===== src/rtl/pong_pkg.sv =====
// Shared pong definitions: ball FSM states, screen geometry and coordinate type.
package pong_pkg;

    localparam int SCREEN_W = 160;
    localparam int SCREEN_H = 120;

    typedef enum logic [2:0] {
        SERVE,
        TICK,
        WAIT_DRAW,
        MOVE,
        SCORE
    } state_t;

    typedef struct packed {
        logic [7:0] x;
        logic [6:0] y;
    } coord_t;

endpackage


===== src/rtl/step_timer.sv =====
// Movement step timer: counts cycles while enabled and flags the last cycle of a step period.
module step_timer #(
    parameter int TICK_CYCLES = 500000
) (
    input  logic clock,
    input  logic reset,
    input  logic clear,
    input  logic en,
    output logic expired
);

    localparam int CW = $clog2(TICK_CYCLES);
    localparam logic [CW-1:0] LAST = CW'(TICK_CYCLES - 1);

    logic [CW-1:0] cnt_q, cnt_d;

    assign expired = (cnt_q == LAST);

    // Next count: restart on clear or at the end of a period, otherwise advance when enabled.
    always_comb begin
        cnt_d = cnt_q;
        if (clear || expired) begin
            cnt_d = '0;
        end else if (en) begin
            cnt_d = cnt_q + CW'(1);
        end
    end

    // Count register.
    always_ff @(posedge clock or posedge reset) begin
        if (reset) begin
            cnt_q <= '0;
        end else begin
            cnt_q <= cnt_d;
        end
    end

endmodule


===== src/rtl/ball_motion.sv =====
// Pong ball motion: owns ball position/direction, bounces off walls and paddles,
// and pulses a score when the ball reaches a side edge. Steps only when the
// timer has expired and the drawer is idle.
module ball_motion
    import pong_pkg::*;
#(
    parameter int RADIUS      = 4,
    parameter int TICK_CYCLES = 500000,
    parameter int SCR_W       = SCREEN_W,
    parameter int SCR_H       = SCREEN_H,
    parameter int PADDLE_LEN  = 16,
    parameter int PADDLE_XL   = 4,
    parameter int PADDLE_XR   = 155
) (
    input  logic       clock,
    input  logic       reset,
    input  logic       start,
    input  logic [6:0] paddle_l_y,
    input  logic [6:0] paddle_r_y,
    input  logic       draw_done,
    output logic [7:0] ball_x,
    output logic [6:0] ball_y,
    output logic       in_play,
    output logic       score_l,
    output logic       score_r
);

    // Centre-coordinate thresholds; the radius is folded in so no subtraction is needed.
    localparam logic [7:0] X_CENTRE = 8'(SCR_W / 2);
    localparam logic [6:0] Y_CENTRE = 7'(SCR_H / 2);
    localparam logic [7:0] X_PAD_L  = 8'(PADDLE_XL + 1 + RADIUS);
    localparam logic [7:0] X_PAD_R  = 8'(PADDLE_XR - 1 - RADIUS);
    localparam logic [7:0] X_EDGE_L = 8'(RADIUS);
    localparam logic [7:0] X_EDGE_R = 8'(SCR_W - 1 - RADIUS);
    localparam logic [6:0] Y_TOP    = 7'(RADIUS);
    localparam logic [6:0] Y_BOT    = 7'(SCR_H - 1 - RADIUS);
    localparam logic [7:0] PAD_SPAN = 8'(PADDLE_LEN - 1);

    state_t state_q, state_d;
    coord_t pos_q, pos_d;
    logic   dx_neg_q, dx_neg_d;
    logic   dy_neg_q, dy_neg_d;
    logic   score_l_q, score_l_d;
    logic   score_r_q, score_r_d;
    logic   in_play_q, in_play_d;

    logic   tick_clr, tick_en, tick_expired;
    logic   in_win_l, in_win_r;
    logic   hit_l, hit_r, miss_l, miss_r;

    step_timer #(
        .TICK_CYCLES(TICK_CYCLES)
    ) u_step_timer (
        .clock  (clock),
        .reset  (reset),
        .clear  (tick_clr),
        .en     (tick_en),
        .expired(tick_expired)
    );

    assign tick_en  = (state_q == TICK);
    assign tick_clr = (state_q != TICK);

    // Paddle windows compared in 8 bits so paddle_y + PADDLE_LEN - 1 cannot wrap.
    assign in_win_l = ({1'b0, paddle_l_y} <= {1'b0, pos_q.y}) &&
                      ({1'b0, pos_q.y} <= ({1'b0, paddle_l_y} + PAD_SPAN));
    assign in_win_r = ({1'b0, paddle_r_y} <= {1'b0, pos_q.y}) &&
                      ({1'b0, pos_q.y} <= ({1'b0, paddle_r_y} + PAD_SPAN));

    assign hit_l  =  dx_neg_q && (pos_q.x == X_PAD_L) && in_win_l;
    assign hit_r  = !dx_neg_q && (pos_q.x == X_PAD_R) && in_win_r;
    assign miss_l =  dx_neg_q && (pos_q.x == X_EDGE_L);
    assign miss_r = !dx_neg_q && (pos_q.x == X_EDGE_R);

    // Next-state, motion and collision logic.
    always_comb begin
        state_d   = state_q;
        pos_d     = pos_q;
        dx_neg_d  = dx_neg_q;
        dy_neg_d  = dy_neg_q;
        score_l_d = 1'b0;
        score_r_d = 1'b0;

        case (state_q)
            SERVE: begin
                if (start) begin
                    state_d = TICK;
                end
            end
            TICK: begin
                if (tick_expired) begin
                    state_d = WAIT_DRAW;
                end
            end
            WAIT_DRAW: begin
                if (draw_done) begin
                    state_d = MOVE;
                end
            end
            MOVE: begin
                if (miss_l || miss_r) begin
                    // Position is frozen on a scoring step; the serve recentres it.
                    score_r_d = miss_l;
                    score_l_d = miss_r;
                    state_d   = SCORE;
                end else begin
                    state_d = TICK;
                    if (hit_l) begin
                        dx_neg_d = 1'b0;
                        pos_d.x  = pos_q.x + 8'd1;
                    end else if (hit_r) begin
                        dx_neg_d = 1'b1;
                        pos_d.x  = pos_q.x - 8'd1;
                    end else begin
                        pos_d.x = dx_neg_q ? pos_q.x - 8'd1 : pos_q.x + 8'd1;
                    end

                    if (!dy_neg_q && (pos_q.y >= Y_BOT)) begin
                        dy_neg_d = 1'b1;
                        pos_d.y  = pos_q.y - 7'd1;
                    end else if (dy_neg_q && (pos_q.y <= Y_TOP)) begin
                        dy_neg_d = 1'b0;
                        pos_d.y  = pos_q.y + 7'd1;
                    end else begin
                        pos_d.y = dy_neg_q ? pos_q.y - 7'd1 : pos_q.y + 7'd1;
                    end
                end
            end
            SCORE: begin
                // Serve heads toward the player who just scored.
                pos_d.x  = X_CENTRE;
                pos_d.y  = Y_CENTRE;
                dx_neg_d = ~dx_neg_q;
                dy_neg_d = 1'b0;
                state_d  = SERVE;
            end
            default: begin
                state_d = SERVE;
            end
        endcase

        in_play_d = (state_d == TICK) || (state_d == WAIT_DRAW) || (state_d == MOVE);
    end

    // State, position, direction and registered outputs.
    always_ff @(posedge clock or posedge reset) begin
        if (reset) begin
            state_q   <= SERVE;
            pos_q.x   <= X_CENTRE;
            pos_q.y   <= Y_CENTRE;
            dx_neg_q  <= 1'b0;
            dy_neg_q  <= 1'b0;
            score_l_q <= 1'b0;
            score_r_q <= 1'b0;
            in_play_q <= 1'b0;
        end else begin
            state_q   <= state_d;
            pos_q     <= pos_d;
            dx_neg_q  <= dx_neg_d;
            dy_neg_q  <= dy_neg_d;
            score_l_q <= score_l_d;
            score_r_q <= score_r_d;
            in_play_q <= in_play_d;
        end
    end

    assign ball_x  = pos_q.x;
    assign ball_y  = pos_q.y;
    assign in_play = in_play_q;
    assign score_l = score_l_q;
    assign score_r = score_r_q;

endmodule

===== config.mk =====
export PLATFORM = sky130hd
export DESIGN_NAME = ball_motion
export DESIGN_NICKNAME = d
export VERILOG_FILES = /design/src/rtl/pong_pkg.sv /design/src/rtl/step_timer.sv /design/src/rtl/ball_motion.sv
export SDC_FILE = /design/constraint.sdc
export NUM_CORES = 1
export LEC_CHECK = 0
export ABC_AREA = 1
export BUFFER_PORTS_ARGS = -buffer_cell sky130_fd_sc_hd__buf_4
export CORE_UTILIZATION = 23
export CTS_CLUSTER_SIZE = 14
export DETAILED_ROUTE_END_ITERATION = 12
export SETUP_SLACK_MARGIN = 0.1
export SYNTH_ARGS = -nofsm -noshare
export SYNTH_HDL_FRONTEND = slang
export SYNTH_SLANG_ARGS = --single-unit

===== constraint.sdc =====
create_clock -name clock -period 3.1 [get_ports clock]
set_input_delay 0.465 -clock clock [delete_from_list [all_inputs] [get_ports clock]]
set_output_delay 0.465 -clock clock [all_outputs]
set_load 0.02 [all_outputs]

==> impl_metrics.yaml, run 1 <==
timing:
  worstMarginPinSlew_ps: 912
  fin_setup_tns_ps: 0
  slew-limit-headroom_pct: 39.2
  final_max_slew_viol_count: 0
  max_freq_ghz: 0.460
  hold_viol_final: 0
  rsz0062_at_grt: "no"
  fin_crit_sh_pct: 70.1
  setup_viol: 0
  min_period_ps: 2170
  skew_ps: 5.86
power_and_ir_drop:
  power.total_w: 0.00135
  power_density_nw_per_um2: 313
  p_leak_nw: 2.09
  vdd_drop_max_mv: 0.267
finish:
  drive_above_1_share_pct: 12.9
  instances_no_fill: 752
  n_antenna_cell: 0
  regArea_sq_um: 1060
  nFillCells: 1641
  final_cell_area_sq_um: 4310
  nets: 597
  areaGrowthSynthToFinish_pct: 18.9
  multi_input_area_sq_um: 2240
logic_synthesis:
  synth_top_family_by_area: "simple AND/OR/NAND/NOR gates"
  syn-num-nets: 561
  synth.yosys.seq_area_share_pct: 29.2
  syn_area_sq_um: 3620
  synthArstFlopShare_pct: 100
  synthTopCellsByCount: "119 x nand2_1, 71 x inv_1, 48 x nor2_1"
  synth_cells: 504
  syn_avg_cell_area_sq_um: 7.18
  synth_compound_area_share_pct: 8.81
  synth_edf_count: 0
  synth_xor_area_share_pct: 6.53
  synth_most_common_cell: "nand2_1"
  ys_ff_latch: 42
  synthMuxAreaShare_pct: 0
  yosys.area_share.simple_pct: 33.1
  yosysWarnings: 0
  synth.largest_area_cell: "dfrtp_1"
  yosysUniqueCellTypes: 42
  synth_top_flop_cell: "dfrtp_1"
  synth_area_leaders: "dfrtp_1 25%, ha_1 13%, nand2_1 12%"
  yosysTopAreaCellShare_pct: 24.9
  synthAdderAreaFrac_pct: 13.5
setup_path:
  endpoint_kind: "register"
  cp.required_ps: 3280
  critPathKind: "register to register"
  cp_max_fo: 8
  arrival_ps: 2360
  cp-start-kind: "register"
grt:
  first_global_vias: 3177
  grt_pass1_wl_um: 15000
  grt_max_degree: 43
  antenna_found_initial: 0
  overflow: 0
  grt_usage_pct: 11.5
outcome:
  status: "finished, final reports clean"
cts:
  max-clock-path-buffers: 2
  postCtsSetupRepairBufs: 0
  clock_sinks: 42
  cts_tree: "done"
  cts_root_buf: "clkbuf_16"
  htree_num_levels: 2
  cts.hold.buffers_added: 0
  clk_pin_slew_ps: 60
  clkLatencyLatePin_ps: 290
  cts_buffers: 5
  ctsResizeCount: 0
job:
  maxCapViolCount: 0
placement:
  port-buffer-count: 35
  dp.cells: 744
  place_congestion: 0.796
  dpl.hpwl_um: 6750
  place_area_sq_um: 4110
drt:
  viasPerCell: 4.36
  drtPass1Iterations: 5
  antenna_left: 0
  route.detailed.drc: 0
  wl_um: 8770
  wire_per_inst_um: 11.7
  drtIter0Drc: 257
  vias: 3279
die:
  start_util_pct: 23.7
  dieArea_sq_um: 16200
  die_h_um: 127
  rows: 45
  io_pins: 36
  core-area_sq_um: 15300
  die_x_um: 127
hold_path:
  hold_path.class: "primary input to async pin"
## layer usage
layer / share of wire, % / global-route usage (%) / vias to the layer above
li1: - / - / 1715
met1: 46 / 14.0 / 1515
met2: 50 / 21.0 / 45
met3: 3.7 / 2.18 / 4
met4: 0.60 / 2.52 / 0
met5: 0 / 0 / -
## stage by stage
stage               utilization [%]  setup slack (ps)  hold slack, ps
finish                         28.2               927             376
global route                   28.2               676             398
CTS                            28.2               941             396
detailed placement             26.9               639             536
global placement               26.9               672             532
floorplan                         -               954             475
## logic make-up after synthesis
kind of cell | count (synthesis)
and+or+nand+nor | 260
AOI/OAI and AO/OA | 55
DFF | 42
adders and majority gates | 39
xor gates and xnor gates | 27
buffers and inverters | 81
## layout make-up
cell class | instances | share of cell area (%)
timing repair buffer | 35 | 6.10
inverter | 75 | 6.60
tap | 211 | 6.13
sequential | 42 | 24.6
clock inverter | 3 | 1.60
clock buffer | 5 | 2.91
multi-input combinational | 381 | 52.1
## path summary, 6_finish.rpt
check                                           start                     to  slack [ps]  cells past startpoint
worst min-delay path                            reset              ball_x[7]         380                      2
worst max-delay path                        ball_y[5]              ball_x[2]         930                     12
min in group clock                          draw_done             state_q[0]         400                      3
worst min register to register  u_step_timer.cnt_q[0]  u_step_timer.cnt_q[0]         550                      1
max in group asynchronous                       reset  u_step_timer.cnt_q[5]        2140                      2
worst max register to register              ball_y[5]              ball_x[2]         930                     12
## cells in the final DEF (no fill, tap or decap), types with 5 or more instances in the layout
cell type  instances
o21ai_1            5
buf_4             35
nand4_1           13
nor2_1            48
a21oi_1           19
xnor2_1            6
nand2_1          119
ha_1              39
dfrtp_1           36
o21ai_0           14
dfstp_2            6
inv_1             70
nor3_1            16
xor2_1            21
nand3_1           39
nor3b_1            6
clkbuf_16          5
## where the power goes
part           internal, W  switching [W]
clock network     0.000463       0.000231
registers         0.000548              0
logic            0.0000449      0.0000620
## flip-flops by register name (all words and copies together) (netlist names)
register	flops
ball_x	8
dy_neg_q	1
state_q	3
u_step_timer.cnt_q	19
ball_y	7
in_play	1
dx_neg_q	1
score_r	1
score_l	1
## critical path, stage by stage (launching register included)
cell	delay, ps
dfstp_2	650
inv_1	140
ha_1	290
nand2_1	90
inv_1	40
a21oi_1	170
nand2_1	120
a21oi_1	150
nand2_1	100
nand2_1	100
nand3_1	90
nand3_1	90
nand2_1	40
No activity file was read; power rests on OpenSTA's default activity.
==> run 2: changes to the inputs <==
Clock period 3.1 ns to 1.91 ns, I/O delays scaled along.
==> impl_metrics.yaml, run 2 (synthesis results as in run 1) <==
timing:
  fin_setup_tns_ps: 0
  fin_crit_sh_pct: 98.5
  min_period_ps: 1880
  max_freq_ghz: 0.532
  skew_ps: 7.06
  whs_ps: 25.2
  hold_viol_final: 0
  slew-limit-headroom_pct: 67.5
  setup_ws_ps: 28.7
  final_max_slew_viol_count: 0
  worstMarginPinSlew_ps: 486
  rsz0062_at_grt: "yes"
  setup_viol: 0
finish:
  multi_input_area_sq_um: 2610
  instances_no_fill: 825
  regMostFlops: "u_step_timer.cnt_q"
  layout_commonest_cell: "buf_4"
  largest_reg_flops: 19
  layout_common_cells: "101 x buf_4, 100 x nand2_1, 58 x inv_1"
  nFillCells: 1563
  areaGrowthSynthToFinish_pct: 45.1
  regArea_sq_um: 1060
  nets: 670
  drive_above_1_share_pct: 35.7
  n_antenna_cell: 0
drt:
  viasPerCell: 4.37
  drtPass1Iterations: 4
  wl_um: 9940
  antenna_left: 0
  drtIter0Drc: 171
  wire_per_inst_um: 12.1
  route.detailed.drc: 0
  vias: 3603
setup_path:
  cpPeakStageDelay_ps: 570
  cp.required_ps: 2140
  critPathKind: "register to register"
  arrival_ps: 2110
  cp_cell_sequence: "buf_4, ha_1, nand2_1, inv_1, nand2_1, nand2_1, nand2_1, nand2_1, nand2_2, nand2_2, nand2_2, nand2_2, nand2_2, nand3_2, nand2_2"
  endpoint_kind: "register"
  slowest_stage: "dfstp_2"
  path_buf_inv: 2
  cp_max_fo: 4
  critPathMostFrequentCell: "nand2_2"
  path_delay_family: "simple AND/OR/NAND/NOR gates"
  cp-start-kind: "register"
hold_path:
  hold_path.class: "primary input to async pin"
placement:
  dp.cells: 799
  pre_cts_ws_ps: -280
  place_congestion: 0.825
  dpl.hpwl_um: 7480
  port-buffer-count: 35
grt:
  grt_usage_pct: 12.0
  grt_max_degree: 23
  first_global_vias: 3373
  overflow: 0
  antenna_found_initial: 0
  grt_pass1_wl_um: 15900
die:
  start_util_pct: 23.7
  dieArea_sq_um: 16200
  rows: 45
  io_pins: 36
  die_h_um: 127
  die_x_um: 127
  core-area_sq_um: 15300
cts:
  cts_buffers: 5
  max-clock-path-buffers: 2
  clk_pin_slew_ps: 60
  htree_num_levels: 2
  cts.hold.buffers_added: 0
  clock_sinks: 42
  cts_tree: "done"
  cts_root_buf: "clkbuf_16"
  clkLatencyLatePin_ps: 290
outcome:
  status: "finished, final reports clean"
power_and_ir_drop:
  comb_power_share_pct: 11.3
  vdd_drop_max_mv: 0.483
  p_int_w: 0.00161
  clkPwrFrac_pct: 46.2
  p_sw_share_pct: 23.1
  p_switching_w: 0.000485
  p_leak_nw: 2.49
  power_density_nw_per_um2: 399
  pwr-share-seq_pct: 42.4
job:
  maxCapViolCount: 0
-- run 2: worst paths after layout --
| kind | from | end | slack, ps | cells past startpoint |
|---|---|---|---|---|
| worst min-delay path | reset | state_q[2] | 30 | 2 |
| min in group clock | draw_done | state_q[0] | 330 | 4 |
| worst min register to register | u_step_timer.cnt_q[18] | u_step_timer.cnt_q[18] | 560 | 2 |
| worst max register to register | ball_y[2] | ball_x[1] | 30 | 15 |
| worst max-delay path | ball_y[2] | ball_x[1] | 30 | 15 |
| max in group asynchronous | reset | u_step_timer.cnt_q[2] | 1210 | 3 |
-- run 2: what timing repair did --
item / 4_1_cts / 5_1_grt
pin swaps: 8 / 39
buffers inserted: 1 / 17
resized for setup: 7 / 72
endpoints found under the setup margin: 7 / 16
-- run 2: per-layer routing --
metal  up-vias  wire length (um)  GRT usage, %
met1      1695              4650          15.9
met3         5               240          1.80
li1       1865                 -             -
met2        38              4970          20.7
met5         -                 0             0
met4         0                76          2.45
-- run 2: area by class of cell --
cell class | count | share of cell area [%]
Inverter | 75 | 5.90
Clock buffer | 5 | 2.38
Timing Repair Buffer | 108 | 16.1
Multi-Input combinational cell | 381 | 49.6
Sequential cell | 42 | 20.2
Clock inverter | 3 | 0.762
Tap cell | 211 | 5.02
-- run 2: metrics by stage --
stage,utilization [%],total power (W),cell area (sq um)
2_1_floorplan,-,0.00103,3760
3_3_place_gp,30.6,0.00113,4670
6_report,34.4,0.00210,5260
4_1_cts,31.9,0.00210,4860
5_1_grt,34.4,0.00220,5260
3_5_place_dp,30.6,0.00113,4670
-- run 2: power groups by stage --
stage / logic, W / clock network [W] / registers (W)
finish: 0.000238 / 0.000969 / 0.000890
CTS: 0.000225 / 0.000987 / 0.000890
detailed placement: 0.000223 / 0 / 0.000906
global route: 0.000274 / 0.00104 / 0.000889
floorplan: 0.000121 / 0 / 0.000906
global placement: 0.000220 / 0 / 0.000906
==> run 3: changes to the inputs <==
Settings changed: ABC_AREA 1 to unset, MAX_ROUTING_LAYER set to met4, SETUP_SLACK_MARGIN 0.1 to unset.
==> impl_metrics.yaml, run 3 <==
cts:
  htree_num_levels: 2
  clk_pin_slew_ps: 60
  clock_sinks: 42
  cts_buffers: 5
  clkLatencyLatePin_ps: 290
  cts_tree: "done"
  cts_root_buf: "clkbuf_16"
  max-clock-path-buffers: 2
placement:
  port-buffer-count: 35
  pre_cts_ws_ps: -1080
  dpl.hpwl_um: 6780
  place_congestion: 0.866
  dp.cells: 646
finish:
  regMostFlops: "u_step_timer.cnt_q"
  layout_commonest_cell: "buf_4"
  nFillCells: 1331
  n_antenna_cell: 0
  largest_reg_flops: 19
  instances_no_fill: 680
  areaGrowthSynthToFinish_pct: 56.1
  nets: 560
  drive_above_1_share_pct: 41.9
  layout_common_cells: "103 x buf_4, 40 x nor2_1, 35 x ha_1"
drt:
  drtPass1Iterations: 4
  route.detailed.drc: 0
  vias: 3219
  wl_um: 9730
  drtIter0Drc: 152
  wire_per_inst_um: 14.3
  viasPerCell: 4.73
  antenna_left: 0
logic_synthesis:
  synth_area_leaders: "dfrtp_1 28%, ha_1 15%, nor2_1 5.1%"
  synthArstFlopShare_pct: 100
  synthMuxAreaShare_pct: 2.32
  synth_most_common_cell: "nor2_1"
  syn_avg_cell_area_sq_um: 8.75
  synthTopCellsByCount: "44 x nor2_1, 39 x ha_1, 36 x dfrtp_1"
  synth_xor_area_share_pct: 7.85
  yosys.area_share.simple_pct: 23.9
  synth_top_flop_cell: "dfrtp_1"
  synth_compound_area_share_pct: 14.5
  synth_cells: 370
  ys_ff_latch: 42
  synth_top_family_by_area: "simple AND/OR/NAND/NOR gates"
  syn-num-nets: 427
  synthAdderAreaFrac_pct: 15.1
  synth.yosys.seq_area_share_pct: 32.7
  synth.largest_area_cell: "dfrtp_1"
  yosysUniqueCellTypes: 49
  syn_area_sq_um: 3240
  yosysWarnings: 0
  yosysTopAreaCellShare_pct: 27.8
  synth_edf_count: 0
die:
  io_pins: 36
  core-area_sq_um: 13500
  start_util_pct: 24.0
  die_x_um: 121
  die_h_um: 121
  dieArea_sq_um: 14600
  rows: 42
job:
  maxCapViolCount: 0
setup_path:
  arrival_ps: 2930
  endpoint_kind: "register"
  critPathKind: "primary input to register"
  cp.required_ps: 2090
  cp-start-kind: "primary input"
  cp_max_fo: 5
timing:
  min_period_ps: 2760
  max_freq_ghz: 0.363
  slew-limit-headroom_pct: 40.9
  whs_ps: 78.4
  setup_viol: 14
  setup_ws_ps: -847
  rsz0062_at_grt: "yes"
  fin_crit_sh_pct: 144
  worstMarginPinSlew_ps: 880
  skew_ps: 6.53
  final_max_slew_viol_count: 0
  hold_viol_final: 0
hold_path:
  hold_path.class: "primary input to async pin"
power_and_ir_drop:
  power_density_nw_per_um2: 389
  power.total_w: 0.00196
  vdd_drop_max_mv: 0.396
  p_leak_nw: 2.28
outcome:
  failed_checks: "setup timing"
  status: "finished with violations"
grt:
  grt_usage_pct: 13.6
  antenna_found_initial: 0
  overflow: 0
  first_global_vias: 3237
  grt_max_degree: 24
  grt_pass1_wl_um: 15500
==> run 3: cell types whose count changed in the layout (fill, tap and decap cells not counted), moves of 10 or more <==
cell     before  now
nand3_1      34   22
buf_6         6   24
ha_4         13    3
nor2_2       11    1
inv_1        58   15
nand2_2      17    1
nand2_1     100   31
==> run 3: worst max-delay path, stage by stage <==
cell and delay (ps):
buf_8 100, nor4_4 290, nand2b_4 180, xor2_2 130
ha_1 250, a21o_1 170, a21oi_2 160, o211ai_1 150
a2111oi_4 480, o21ai_4 160, mux2_4 330, a22o_1 230
==> run 3: timing repair <==
item | in CTS | in global routing
hold endpoints to repair | 0 | 0
pin swaps | 17 | 32
gates resized for setup | 43 | 59
endpoints found under the setup margin | 18 | 36
gates cloned | 2 | 0
hold buffers | 0 | 0
setup buffers | 18 | 14
==> run 3: final cells by class <==
class                      count  area (sq um)  share of cell area [%]
clock buffer                   5           125                    2.48
clock inverter                 3          21.3                   0.421
inverter                      20          80.1                    1.58
multi-input combinational    299          2370                    46.9
sequential                    42          1060                    21.0
tap                          176           220                    4.36
timing repair buffer         135          1170                    23.2
==> run 3: worst paths after layout <==
| path | from | end | slack, ps | cells past startpoint |
|---|---|---|---|---|
| max | paddle_r_y[3] | ball_x[2] | -850 | 12 |
| min | reset | u_step_timer.cnt_q[6] | 80 | 2 |
| max reg2reg | ball_y[5] | ball_x[2] | -840 | 9 |
| min reg2reg | u_step_timer.cnt_q[0] | u_step_timer.cnt_q[0] | 540 | 2 |
| max in group asynchronous | reset | u_step_timer.cnt_q[7] | 1210 | 3 |
| min in group clock | u_step_timer.cnt_q[0] | u_step_timer.cnt_q[0] | 540 | 2 |
==> run 3: cells by family after synthesis <==
group | count (synthesis)
and+or+nand+nor | 158
DFF | 42
muxes | 7
xor gates and xnor gates | 29
AOI/OAI and AO/OA | 66
buffers and inverters | 29
adders and majority gates | 39
==> run 3: power breakdown <==
group,internal (W),total [W],switching [W],leakage [nW]
clock network,0.000484,0.000851,0.000367,0.0698
registers,0.000890,0.000890,0,0.525
logic,0.000114,0.000223,0.000109,1.69
==> run 3: routing by layer <==
metal	track usage [%]	vias to the layer above	share of wire (%)
li1	-	1585	-
met1	17.0	1550	46
met2	23.1	68	49
met3	1.98	16	2.7
met4	3.55	0	1.9
met5	-	-	0
==> run 3: metrics by stage <==
stage               util, %  setup TNS (ps)  area [sq um]
floorplan                 -           -4310          3320
global placement       31.9           -8230          4310
detailed placement     31.9           -8970          4310
CTS                    35.2           -5790          4760
global route           37.4           -7670          5050
finish                 37.4           -6320          5050
